==> src/rtl/max_exp_scheduler.sv <==
// Sequential max-exponent finder for the dot-product alignment stage.
// A single signed-max comparator is time-shared over N-1 cycles per vector;
// the result (max exponent, lowest index holding it) feeds the alignment shifters.

// Signed maximum of two exponents; a_gt_o flags that exp_a strictly won.
module max_exp_comparator #(
  parameter int WIDTH = 8
) (
  input  logic signed [WIDTH:0] exp_a_i,
  input  logic signed [WIDTH:0] exp_b_i,
  output logic signed [WIDTH:0] exp_o,
  output logic                  a_gt_o
);

  assign a_gt_o = (exp_a_i > exp_b_i);
  assign exp_o  = a_gt_o ? exp_a_i : exp_b_i;

endmodule

// state | meaning
// IDLE  | waiting for a vector, in_ready_o=1
// SCAN  | one comparison per cycle against elem[cnt]
// DONE  | result presented, retire and optionally accept next vector
module max_exp_scheduler #(
  parameter int WIDTH = 8,
  parameter int N     = 4
) (
  input  logic                              clk_i,
  input  logic                              rst_i,
  input  logic                              in_valid_i,
  output logic                              in_ready_o,
  input  logic [N*(WIDTH+1)-1:0]            exp_vec_i,
  output logic                              out_valid_o,
  input  logic                              out_ready_i,
  output logic signed [WIDTH:0]             max_exp_o,
  output logic [$clog2(N)-1:0]              max_idx_o,
  output logic                              busy_o
);

  localparam int EW    = WIDTH + 1;
  localparam int IDX_W = $clog2(N);

  typedef enum logic [1:0] {
    S_IDLE = 2'd0,
    S_SCAN = 2'd1,
    S_DONE = 2'd2
  } state_e;

  state_e                  state_q, state_d;
  logic [N*EW-1:0]         vec_q, vec_d;
  logic signed [EW-1:0]    max_q, max_d;
  logic [IDX_W-1:0]        idx_q, idx_d;
  logic [IDX_W-1:0]        cnt_q, cnt_d;
  logic signed [EW-1:0]    res_exp_q, res_exp_d;
  logic [IDX_W-1:0]        res_idx_q, res_idx_d;

  logic signed [EW-1:0]    elem [N];
  logic signed [EW-1:0]    cur_elem;
  logic signed [EW-1:0]    cmp_exp;
  logic                    cmp_a_gt;

  // Unpack the captured vector into addressable elements.
  always_comb begin
    for (int k = 0; k < N; k++) begin
      elem[k] = vec_q[k*EW +: EW];
    end
  end

  assign cur_elem = elem[cnt_q];

  max_exp_comparator #(.WIDTH(WIDTH)) u_cmp (
    .exp_a_i (cur_elem),
    .exp_b_i (max_q),
    .exp_o   (cmp_exp),
    .a_gt_o  (cmp_a_gt)
  );

  // Next-state, datapath updates and handshake outputs.
  always_comb begin
    state_d     = state_q;
    vec_d       = vec_q;
    max_d       = max_q;
    idx_d       = idx_q;
    cnt_d       = cnt_q;
    res_exp_d   = res_exp_q;
    res_idx_d   = res_idx_q;
    in_ready_o  = 1'b0;
    out_valid_o = 1'b0;
    busy_o      = 1'b0;

    case (state_q)
      S_IDLE: begin
        in_ready_o = 1'b1;
        if (in_valid_i) begin
          vec_d   = exp_vec_i;
          max_d   = exp_vec_i[EW-1:0];
          idx_d   = '0;
          cnt_d   = IDX_W'(1);
          state_d = S_SCAN;
        end
      end

      S_SCAN: begin
        busy_o = 1'b1;
        max_d  = cmp_exp;
        // Ties keep the older (lower) index.
        if (cmp_a_gt) begin
          idx_d = cnt_q;
        end
        if (cnt_q == IDX_W'(N-1)) begin
          res_exp_d = cmp_exp;
          res_idx_d = cmp_a_gt ? cnt_q : idx_q;
          state_d   = S_DONE;
        end else begin
          cnt_d = cnt_q + 1'b1;
        end
      end

      S_DONE: begin
        busy_o      = 1'b1;
        out_valid_o = 1'b1;
        in_ready_o  = out_ready_i;
        if (out_ready_i) begin
          if (in_valid_i) begin
            vec_d   = exp_vec_i;
            max_d   = exp_vec_i[EW-1:0];
            idx_d   = '0;
            cnt_d   = IDX_W'(1);
            state_d = S_SCAN;
          end else begin
            state_d = S_IDLE;
          end
        end
      end

      default: begin
        state_d = S_IDLE;
      end
    endcase
  end

  // State and datapath registers; reset discards any scan or pending result.
  always_ff @(posedge clk_i) begin
    if (rst_i) begin
      state_q   <= S_IDLE;
      vec_q     <= '0;
      max_q     <= '0;
      idx_q     <= '0;
      cnt_q     <= '0;
      res_exp_q <= '0;
      res_idx_q <= '0;
    end else begin
      state_q   <= state_d;
      vec_q     <= vec_d;
      max_q     <= max_d;
      idx_q     <= idx_d;
      cnt_q     <= cnt_d;
      res_exp_q <= res_exp_d;
      res_idx_q <= res_idx_d;
    end
  end

  assign max_exp_o = res_exp_q;
  assign max_idx_o = res_idx_q;

  a_out_stable: assert property (@(posedge clk_i) disable iff (rst_i)
    (out_valid_o && !out_ready_i) |=>
      (out_valid_o && $stable(max_exp_o) && $stable(max_idx_o)));

  a_no_ready_in_scan: assert property (@(posedge clk_i) disable iff (rst_i)
    (state_q == S_SCAN) |-> !in_ready_o);

  a_cnt_range: assert property (@(posedge clk_i) disable iff (rst_i)
    int'(cnt_q) < N);

  a_in_valid_known: assert property (@(posedge clk_i) disable iff (rst_i)
    in_ready_o |-> !$isunknown(in_valid_i));

endmodule

==> config.mk <==
export PLATFORM = sky130hd
export DESIGN_NAME = max_exp_scheduler
export DESIGN_NICKNAME = d
export VERILOG_FILES = /design/src/rtl/max_exp_scheduler.sv
export SDC_FILE = /design/constraint.sdc
export NUM_CORES = 1
export LEC_CHECK = 0
export CAP_MARGIN = 20
export CELL_PAD_IN_SITES_DETAIL_PLACEMENT = 0
export CELL_PAD_IN_SITES_GLOBAL_PLACEMENT = 1
export CORE_UTILIZATION = 35
export CTS_CLUSTER_DIAMETER = 150
export CTS_CLUSTER_SIZE = 16
export DETAILED_ROUTE_END_ITERATION = 8
export PLACE_DENSITY_LB_ADDON = 0.08
export REMOVE_ABC_BUFFERS = 1
export SYNTH_ARGS = -nofsm -noshare
export SYNTH_HDL_FRONTEND = slang
export SYNTH_SLANG_ARGS = --single-unit
export TNS_END_PERCENT = 5
==> constraint.sdc <==
create_clock -name clk_i -period 4.3 [get_ports clk_i]
set_input_delay 1.29 -clock clk_i [delete_from_list [all_inputs] [get_ports clk_i]]
set_output_delay 1.29 -clock clk_i [all_outputs]
set_load 0.05 [all_outputs]
==> impl_metrics.env, run 1 <==
export IMPL_path_buf_inv=1
export IMPL_grt_start_max_net_pins=43
export IMPL_synth_cell_types=44
export IMPL_drt_first_iter_violations=157
export IMPL_rsz0062_at_grt="false"
export IMPL_cts_root_buffer="clkbuf_8"
export IMPL_drt_wl_total_um=10020
export IMPL_routedWlPerCell_um=16.38
export IMPL_total_leakage_power_nw=1.571
export IMPL_fin_nets=528
export IMPL_finalHoldViolations=0
export IMPL_dr_pass1_iters=4
export IMPL_syn_inst=440
export IMPL_critPathTopFamily="simple AND/OR/NAND/NOR gates"
export IMPL_htree_num_levels=3
export IMPL_ir_worst_vdd_uv=212.3
export IMPL_fmax_mhz=282.1
export IMPL_synth_top_area_cell="dfxtp_1"
export IMPL_critPathRequiredTime_ps=4500
export IMPL_cp_slowest_cell="nor2_1"
export IMPL_finalSetupViolations=0
export IMPL_initial_core_util_pct=36.63
export IMPL_crit_path_max_fanout=12
export IMPL_setup_tns_final_ps=0
export IMPL_tightest_slew_ps=941.4
export IMPL_fp_row_count=36
export IMPL_synth_seq_area_share_pct=34.04
export IMPL_dieArea_um2=10830
export IMPL_cp_depth=8
export IMPL_placed_cells=596
export IMPL_async_flop_share_pct=0
export IMPL_start_kind="flop"
export IMPL_core_um2=9955
export IMPL_antenna_left=0
export IMPL_endpoint_kind="flop"
export IMPL_drive_gt1_share_pct=9.186
export IMPL_vias=3324
export IMPL_syn_area_um2=3646
export IMPL_grtUsageTotal_pct=19.14
export IMPL_synth_edf_count=0
export IMPL_place_gp_congestion=0.7977
export IMPL_syn2layout_area_growth_pct=21.89
export IMPL_finalCritPeriodShare_pct=82.45
export IMPL_regToRegStartpoint="cnt_q[0]"
export IMPL_hpwl_um=6805
export IMPL_drv_cap=0
export IMPL_fill_cells=1028
export IMPL_cts_made_buffers=9
export IMPL_finalHoldWorstSlack_ps=451.2
export IMPL_rr_endpoint="max_exp_o[1]"
export IMPL_n_antenna_cell=0
export IMPL_fin_crit_ps=3545
export IMPL_grt_pass1_vias=3218
export IMPL_drv_slew=0
export IMPL_cts_path_max_buffers=2
export IMPL_via_per_inst=5.431
export IMPL_status="finished clean"
export IMPL_antenna_found_initial=0
export IMPL_worstRegToRegCells=8
export IMPL_yosys_warnings=0
export IMPL_synthFlopType="dfxtp_1"
export IMPL_ios=54
export IMPL_postSynthAreaPerCell_um2=8.286
export IMPL_crit_end="max_exp_o[1]"
export IMPL_path_class="flop to flop"
export IMPL_netlist_area_leader_share_pct=34.04
export IMPL_grt_overflow_total=0
export IMPL_die_w_um=104.1
export IMPL_cts_resized=0
export IMPL_rrSetupSlack_ps=750
export IMPL_grt_pass1_wl_um=16680
export IMPL_clock_sinks=62
export IMPL_crit_chain="buf_4 > mux4_2 > ha_1 > and3_4 > and2_1 > a21oi_2 > nor2_1 > o211ai_1"
export IMPL_cp_arrival_ps=3750
export IMPL_yosysMostFrequentCell="nand2_1"
export IMPL_powerDensity_nw_per_um2=516.2
export IMPL_setup_slack_ps=754.6
export IMPL_ys_top_cells_by_area="dfxtp_1 (34%), nand2_1 (10%), a21oi_1 (7.1%)"
export IMPL_cts_tree="yes"
export IMPL_path_clk_slew_ps=80
export IMPL_remaining_drc_errors=0
export IMPL_power_total_mw=2.294
export IMPL_dp_worst_setup_slack_ps=760.9
export IMPL_ys_ff_latch=62
export IMPL_clkLatencyLatePin_ps=340
export IMPL_setup_worst_path_start="cnt_q[0]"
export IMPL_portBuffers=53
export IMPL_synth_common_cells="nand2_1 (99), dfxtp_1 (62), a21oi_1 (52), o211ai_1 (19), buf_2 (17)"
export IMPL_fp_dieH_um=104.1
export IMPL_slew_headroom_pct=37.24
export IMPL_post_cts_buffers=0
export IMPL_hold_buffers=0
export IMPL_min_delay_path_class="flop to flop"
export IMPL_finClkSkew_ps=6.937
export IMPL_slowest_delay_ps=600
export IMPL_min_from="vec_q[7]"
export IMPL_final_cells=612
[power by group]
| group | total (mW) | switching (mW) | leakage [nW] | internal, mW |
|---|---|---|---|---|
| registers | 0.708 | 0.0738 | 0.508 | 0.634 |
| logic | 0.881 | 0.588 | 0.934 | 0.293 |
| clock network | 0.705 | 0.259 | 0.130 | 0.447 |
[final cells by class]
type | instances | area [µm²] | share of cell area [%]
clock buffer | 9 | 123.9 | 2.787
clock inverter | 7 | 145.1 | 3.266
inverter | 16 | 60.06 | 1.351
multi-input combinational | 324 | 2125 | 47.80
sequential | 62 | 1241 | 27.93
tap | 133 | 166.4 | 3.744
timing repair buffer | 61 | 583.1 | 13.12
[stage by stage]
stage / area, µm² / utilization [%]
after detailed placement: 4175 / 41.94
after floorplan: 3426 / -
after global routing: 4444 / 44.65
after global placement: 4175 / 41.94
after CTS: 4444 / 44.65
final: 4444 / 44.65
[layout by cell type, fill, tap and decap left out, types with 10 or more instances in the layout]
cell,netlist,routed
a211oi_1,14,14
a21oi_1,52,52
a31oi_1,11,11
and3_1,11,11
clkdlybuf4s50_1,0,51
dfxtp_1,62,62
ha_1,14,14
inv_1,16,16
nand2_1,99,99
nand4_1,10,10
nor4b_1,10,10
o211ai_1,19,19
[cell families after synthesis]
group / Yosys count / share of synthesized area, %
buf+inv: 54 / 7.687
compound gates: 140 / 25.84
flops: 62 / 34.04
fa+ha+maj: 14 / 4.804
mux: 13 / 6.932
simple gates: 157 / 20.69
[worst min-delay path: cells and delay by family (launching register included)]
family | cells | cell delay [ps]
and+or+nand+nor | 1 | 50
AOI/OAI and AO/OA | 1 | 50
DFF | 1 | 310
[per-layer routing]
| metal | routed length [µm] | up-vias | global-route usage [%] |
|---|---|---|---|
| met2 | 4120 | 71 | 27.43 |
| met4 | 175 | 0 | 6.837 |
| met3 | 339 | 15 | 3.195 |
| li1 | - | 1692 | - |
| met5 | 0 | - | 0 |
| met1 | 5389 | 1546 | 28.51 |
[sequential cells by signal, indices dropped and copies added (netlist names)]
register,count
max_exp_o,9
idx_q,2
max_idx_o,2
max_q,9
vec_q,36
state_q,2
cnt_q,2
[worst min-delay path by stage]
stage | cells after the start | end | slack [ps]
after floorplan | 2 | vec_q[10] | 430
after global placement | 2 | vec_q[3] | 440
after detailed placement | 2 | vec_q[7] | 450
after CTS | 2 | vec_q[7] | 450
after global routing | 2 | vec_q[35] | 470
final | 2 | vec_q[7] | 450
Power figures use the tool's default switching activity.
==> run 2, diff against run 1 <==
- clock period: 4.3 -> 3.4 ns (I/O delays scaled with it)
==> run 2 against run 1 <==
  * Critical path depth is the same
  * Largest cell class unchanged
  * Flip-flop and latch count unchanged
  * Via count increased by 1.8%
  * Global-route usage fell by 0.52 points
  * Die area did not move
  * Maximum frequency is 18% higher
  * Cell area rose by 0.23%
  * Sequential share of layout area shrank 0.063 points
  * Wire length down 3.7%
  * Clock skew increased by 5.9 ps
  * Critical path type unchanged
  * Clock power fell by 5.5%
  * Highest routed layer unchanged
  * Power increased by 19%
==> impl_metrics.env, run 2 (synthesis gave the netlist of run 1 again) <==
export IMPL_vias=3384
export IMPL_clkLatencyLatePin_ps=340
export IMPL_slew_headroom_pct=50.78
export IMPL_setup_worst_path_start="cnt_q[0]"
export IMPL_tightest_slew_ps=738.3
export IMPL_clock_sinks=62
export IMPL_final_cell_mix="nand2_1 (99), dfxtp_1 (62), a21oi_1 (52)"
export IMPL_cts_tree="yes"
export IMPL_use_met1_pct=27.58
export IMPL_cts_made_buffers=9
export IMPL_htree_num_levels=3
export IMPL_cts_resized=0
export IMPL_powerDensity_nw_per_um2=613.6
export IMPL_finalHoldViolations=0
export IMPL_slowest_delay_ps=710
export IMPL_hold_buffers=0
export IMPL_post_cts_buffers=0
export IMPL_fill_cells=1002
export IMPL_ios=54
export IMPL_status="finished clean"
export IMPL_final_common_cell="nand2_1"
export IMPL_setup_tns_final_ps=0
export IMPL_start_kind="flop"
export IMPL_cp_slowest_cell="mux4_1"
export IMPL_dieArea_um2=10830
export IMPL_max_flop_register="vec_q"
export IMPL_cts_path_max_buffers=2
export IMPL_dr_pass1_iters=4
export IMPL_regToRegStartpoint="cnt_q[0]"
export IMPL_placed_cells=605
export IMPL_antenna_left=0
export IMPL_drv_cap=0
export IMPL_rrSetupSlack_ps=390
export IMPL_crit_chain="buf_4 > mux4_1 > ha_1 > nand4_1 > o221ai_2 > a21oi_2 > o31ai_1 > o211ai_1"
export IMPL_initial_core_util_pct=36.63
export IMPL_crit_end="max_q[2]"
export IMPL_fmax_mhz=332.1
export IMPL_grtUsageTotal_pct=18.62
export IMPL_worstRegToRegCells=8
export IMPL_fin_nets=537
export IMPL_critPathRequiredTime_ps=3620
export IMPL_crit_path_max_fanout=10
export IMPL_grt_overflow_total=0
export IMPL_via_per_inst=5.449
export IMPL_fp_row_count=36
export IMPL_fp_dieH_um=104.1
export IMPL_die_w_um=104.1
export IMPL_ir_worst_vdd_uv=344.8
export IMPL_met2_usage_pct=27.24
export IMPL_drt_wl_total_um=9658
export IMPL_drive_gt1_share_pct=10.66
export IMPL_syn2layout_area_growth_pct=22.17
export IMPL_grt_start_max_net_pins=52
export IMPL_rsz0062_at_grt="false"
export IMPL_path_clk_slew_ps=80
export IMPL_grt_pass1_vias=3065
export IMPL_place_gp_congestion=0.8047
export IMPL_finalCritPeriodShare_pct=88.57
export IMPL_grt_pass1_wl_um=16320
export IMPL_power_total_mw=2.733
export IMPL_cp_arrival_ps=3230
export IMPL_endpoint_kind="flop"
export IMPL_gr_max_usage_layer="met1"
export IMPL_core_um2=9955
export IMPL_finalSetupViolations=0
export IMPL_portBuffers=53
export IMPL_rr_endpoint="max_q[2]"
export IMPL_antenna_found_initial=0
export IMPL_remaining_drc_errors=0
export IMPL_hpwl_um=6596
export IMPL_drv_slew=0
export IMPL_fin_crit_ps=3011
export IMPL_cts_root_buffer="clkbuf_8"
export IMPL_path_class="flop to flop"
export IMPL_final_cells=621
export IMPL_min_delay_path_class="flop to flop"
export IMPL_drt_first_iter_violations=169
export IMPL_largest_register_ffs=36
export IMPL_routedWlPerCell_um=15.55
export IMPL_n_antenna_cell=0
export IMPL_finClkSkew_ps=12.87
export IMPL_gr_usage_met3_pct=2.882
export IMPL_total_leakage_power_nw=1.585
export IMPL_finalHoldWorstSlack_ps=451.6
-- run 2: where the power goes --
group          switching, mW  internal (mW)  total (mW)
clock network          0.322          0.344       0.666
logic                  0.756          0.425        1.18
registers             0.0847          0.802       0.887
-- run 2: layer usage --
layer / share of wire (%) / wire length (µm)
met1: 53 / 5088
met2: 42 / 4027
met3: 4.3 / 411
met4: 1.3 / 129
met5: 0 / 0
-- run 2: through the flow --
step	area, µm²	worst slack, ps	utilization (%)
after global placement	4255	352.2	42.75
final	4454	388.5	44.75
after floorplan	3426	17.89	-
after global routing	4454	205.2	44.75
after CTS	4454	362.8	44.75
after detailed placement	4255	337.7	42.75
-- run 2: how the worst min path moves through the flow --
stage / startpoint / to / slack (ps) / depth (start not counted)
2_1_floorplan: vec_q[10] / vec_q[10] / 430 / 2
3_3_place_gp: vec_q[2] / vec_q[2] / 440 / 2
3_5_place_dp: vec_q[7] / vec_q[7] / 440 / 2
4_1_cts: vec_q[7] / vec_q[7] / 450 / 2
5_1_grt: vec_q[1] / vec_q[1] / 480 / 2
6_report: vec_q[7] / vec_q[7] / 450 / 2
-- run 2: critical path: cells and delay by family (launching register included) --
| family | cells | cell delay, ps |
|---|---|---|
| AO/OA/AOI/OAI | 4 | 1190 |
| flip-flops | 1 | 310 |
| adder cells (fa/ha/maj) | 1 | 350 |
| buffers and inverters | 1 | 230 |
| AND/OR/NAND/NOR | 1 | 90 |
| multiplexers | 1 | 710 |
-- run 2: layout make-up --
class	count	area, µm²	area share, %
flip-flops and latches	62	1241	27.87
repair buffers	70	663.1	14.89
clock buffers	10	127.6	2.865
multi-input cells	324	2125	47.70
clock inverters	6	71.32	1.601
well taps	133	166.4	3.736
inverters	16	60.06	1.348
==> run 3, diff against run 2 <==
- DONT_BUFFER_PORTS: unset -> 1
==> run 3 against run 2 <==
  * Combinational power decreased by 6%
  * Wire length about the same
  * Cell area decreased by 13%
  * Sequential power increased by 0.7%
  * Register-to-register slack got worse by 50 ps
  * Die area unchanged
  * Setup slack got worse by 49 ps
  * Count of clock-buffer cells in the layout decreased by 1
  * Clock skew decreased by 2.6 ps
  * Maximum frequency decreased by 1.6%
  * Sequential share of layout area increased by 4.2 points
==> impl_metrics.env, run 3 (synthesis gave the netlist of run 1 again) <==
export IMPL_drv_cap=0
export IMPL_fp_row_count=36
export IMPL_post_cts_buffers=0
export IMPL_vias=3157
export IMPL_drv_slew=0
export IMPL_ir_worst_vdd_uv=306.8
export IMPL_finalSetupViolations=0
export IMPL_cp_arrival_ps=3330
export IMPL_rrSetupSlack_ps=340
export IMPL_utilization_pct=38.86
export IMPL_ios=54
export IMPL_path_clk_slew_ps=70
export IMPL_grt_overflow_total=0
export IMPL_grtUsageTotal_pct=19.15
export IMPL_final_cells=563
export IMPL_antenna_left=0
export IMPL_dieArea_um2=10830
export IMPL_core_um2=9955
export IMPL_crit_chain="buf_12 > mux4_1 > ha_1 > and3_4 > and2_1 > a21oi_2 > nor2_1 > buf_4 > o211ai_1"
export IMPL_clock_sinks=62
export IMPL_endpoint_kind="flop"
export IMPL_status="finished clean"
export IMPL_path_class="flop to flop"
export IMPL_tightest_slew_ps=743.7
export IMPL_min_from="vec_q[7]"
export IMPL_setup_tns_final_ps=0
export IMPL_fill_cells=1043
export IMPL_via_per_inst=5.607
export IMPL_drive_gt1_share_pct=10.70
export IMPL_dp_worst_setup_slack_ps=334.5
export IMPL_portBuffers=0
export IMPL_critPathRequiredTime_ps=3670
export IMPL_dr_pass1_iters=5
export IMPL_largest_register_ffs=36
export IMPL_cts_resized=0
export IMPL_critPathTopFamily="multiplexers"
export IMPL_hpwl_um=6532
export IMPL_regToRegStartpoint="cnt_q[0]"
export IMPL_start_kind="flop"
export IMPL_htree_num_levels=3
export IMPL_syn2layout_area_growth_pct=6.108
export IMPL_min_delay_path_class="flop to flop"
export IMPL_routedWlPerCell_um=17.14
export IMPL_grt_pass1_wl_um=16700
export IMPL_drt_first_iter_violations=167
export IMPL_fp_dieH_um=104.1
export IMPL_setup_worst_path_start="cnt_q[0]"
export IMPL_finalHoldWorstSlack_ps=449.4
export IMPL_final_cell_mix="nand2_1 (99), dfxtp_1 (62), a21oi_1 (52)"
export IMPL_n_antenna_cell=0
export IMPL_slowest_delay_ps=680
export IMPL_power_total_mw=2.589
export IMPL_finClkSkew_ps=10.27
export IMPL_cts_root_buffer="clkbuf_8"
export IMPL_finalHoldViolations=0
export IMPL_cp_slowest_cell="mux4_1"
export IMPL_placed_cells=547
export IMPL_initial_core_util_pct=36.63
export IMPL_grt_pass1_vias=3140
export IMPL_die_w_um=104.1
export IMPL_remaining_drc_errors=0
export IMPL_path_buf_inv=2
export IMPL_antenna_found_initial=0
export IMPL_grt_start_max_net_pins=55
export IMPL_placed_area_um2=3695
export IMPL_drt_wl_total_um=9651
export IMPL_slew_headroom_pct=50.42
export IMPL_setup_slack_ps=340.0
export IMPL_cts_path_max_buffers=2
export IMPL_final_area_um2=3869
export IMPL_place_gp_congestion=0.7801
export IMPL_fin_nets=479
export IMPL_cts_tree="yes"
export IMPL_cts_made_buffers=9
export IMPL_clkLatencyLatePin_ps=350
export IMPL_fmax_mhz=326.8
export IMPL_crit_path_max_fanout=10
export IMPL_max_flop_register="vec_q"
export IMPL_rsz0062_at_grt="false"
export IMPL_fin_crit_ps=3060
export IMPL_hold_buffers=0
export IMPL_powerDensity_nw_per_um2=669.2
export IMPL_final_common_cell="nand2_1"
export IMPL_total_leakage_power_nw=1.345
export IMPL_finalCritPeriodShare_pct=90.00
## run 3: tightest hold or removal path, cell delays in order (launching register included)
cell and delay [ps]:
dfxtp_1 310, nand2_1 50, a21oi_1 50
## run 3: routing by layer
metal,track usage [%],vias up,share of wire (%)
met3,5.326,8,5.5
met1,28.24,1480,52
met5,0,-,0
met2,27.29,79,42
li1,-,1590,-
met4,4.388,0,0.84
## run 3: layout make-up
| type | count | area, µm² | share of cell area, % |
|---|---|---|---|
| multi-input cells | 324 | 2125 | 54.92 |
| flip-flops and latches | 62 | 1241 | 32.08 |
| well taps | 133 | 166.4 | 4.301 |
| clock buffers | 9 | 123.9 | 3.202 |
| repair buffers | 12 | 102.6 | 2.652 |
| inverters | 16 | 60.06 | 1.552 |
| clock inverters | 7 | 50.05 | 1.294 |
## run 3: worst paths after layout
kind / cells past startpoint / endpoint
worst max-delay path: 9 / max_exp_o[2]
worst max register to register: 9 / max_exp_o[2]
worst min-delay path: 2 / vec_q[7]
worst min register to register: 2 / vec_q[7]
## run 3: power breakdown
part / switching [mW] / internal [mW]
clock: 0.324 / 0.265
sequential: 0.0912 / 0.802
combinational: 0.737 / 0.370
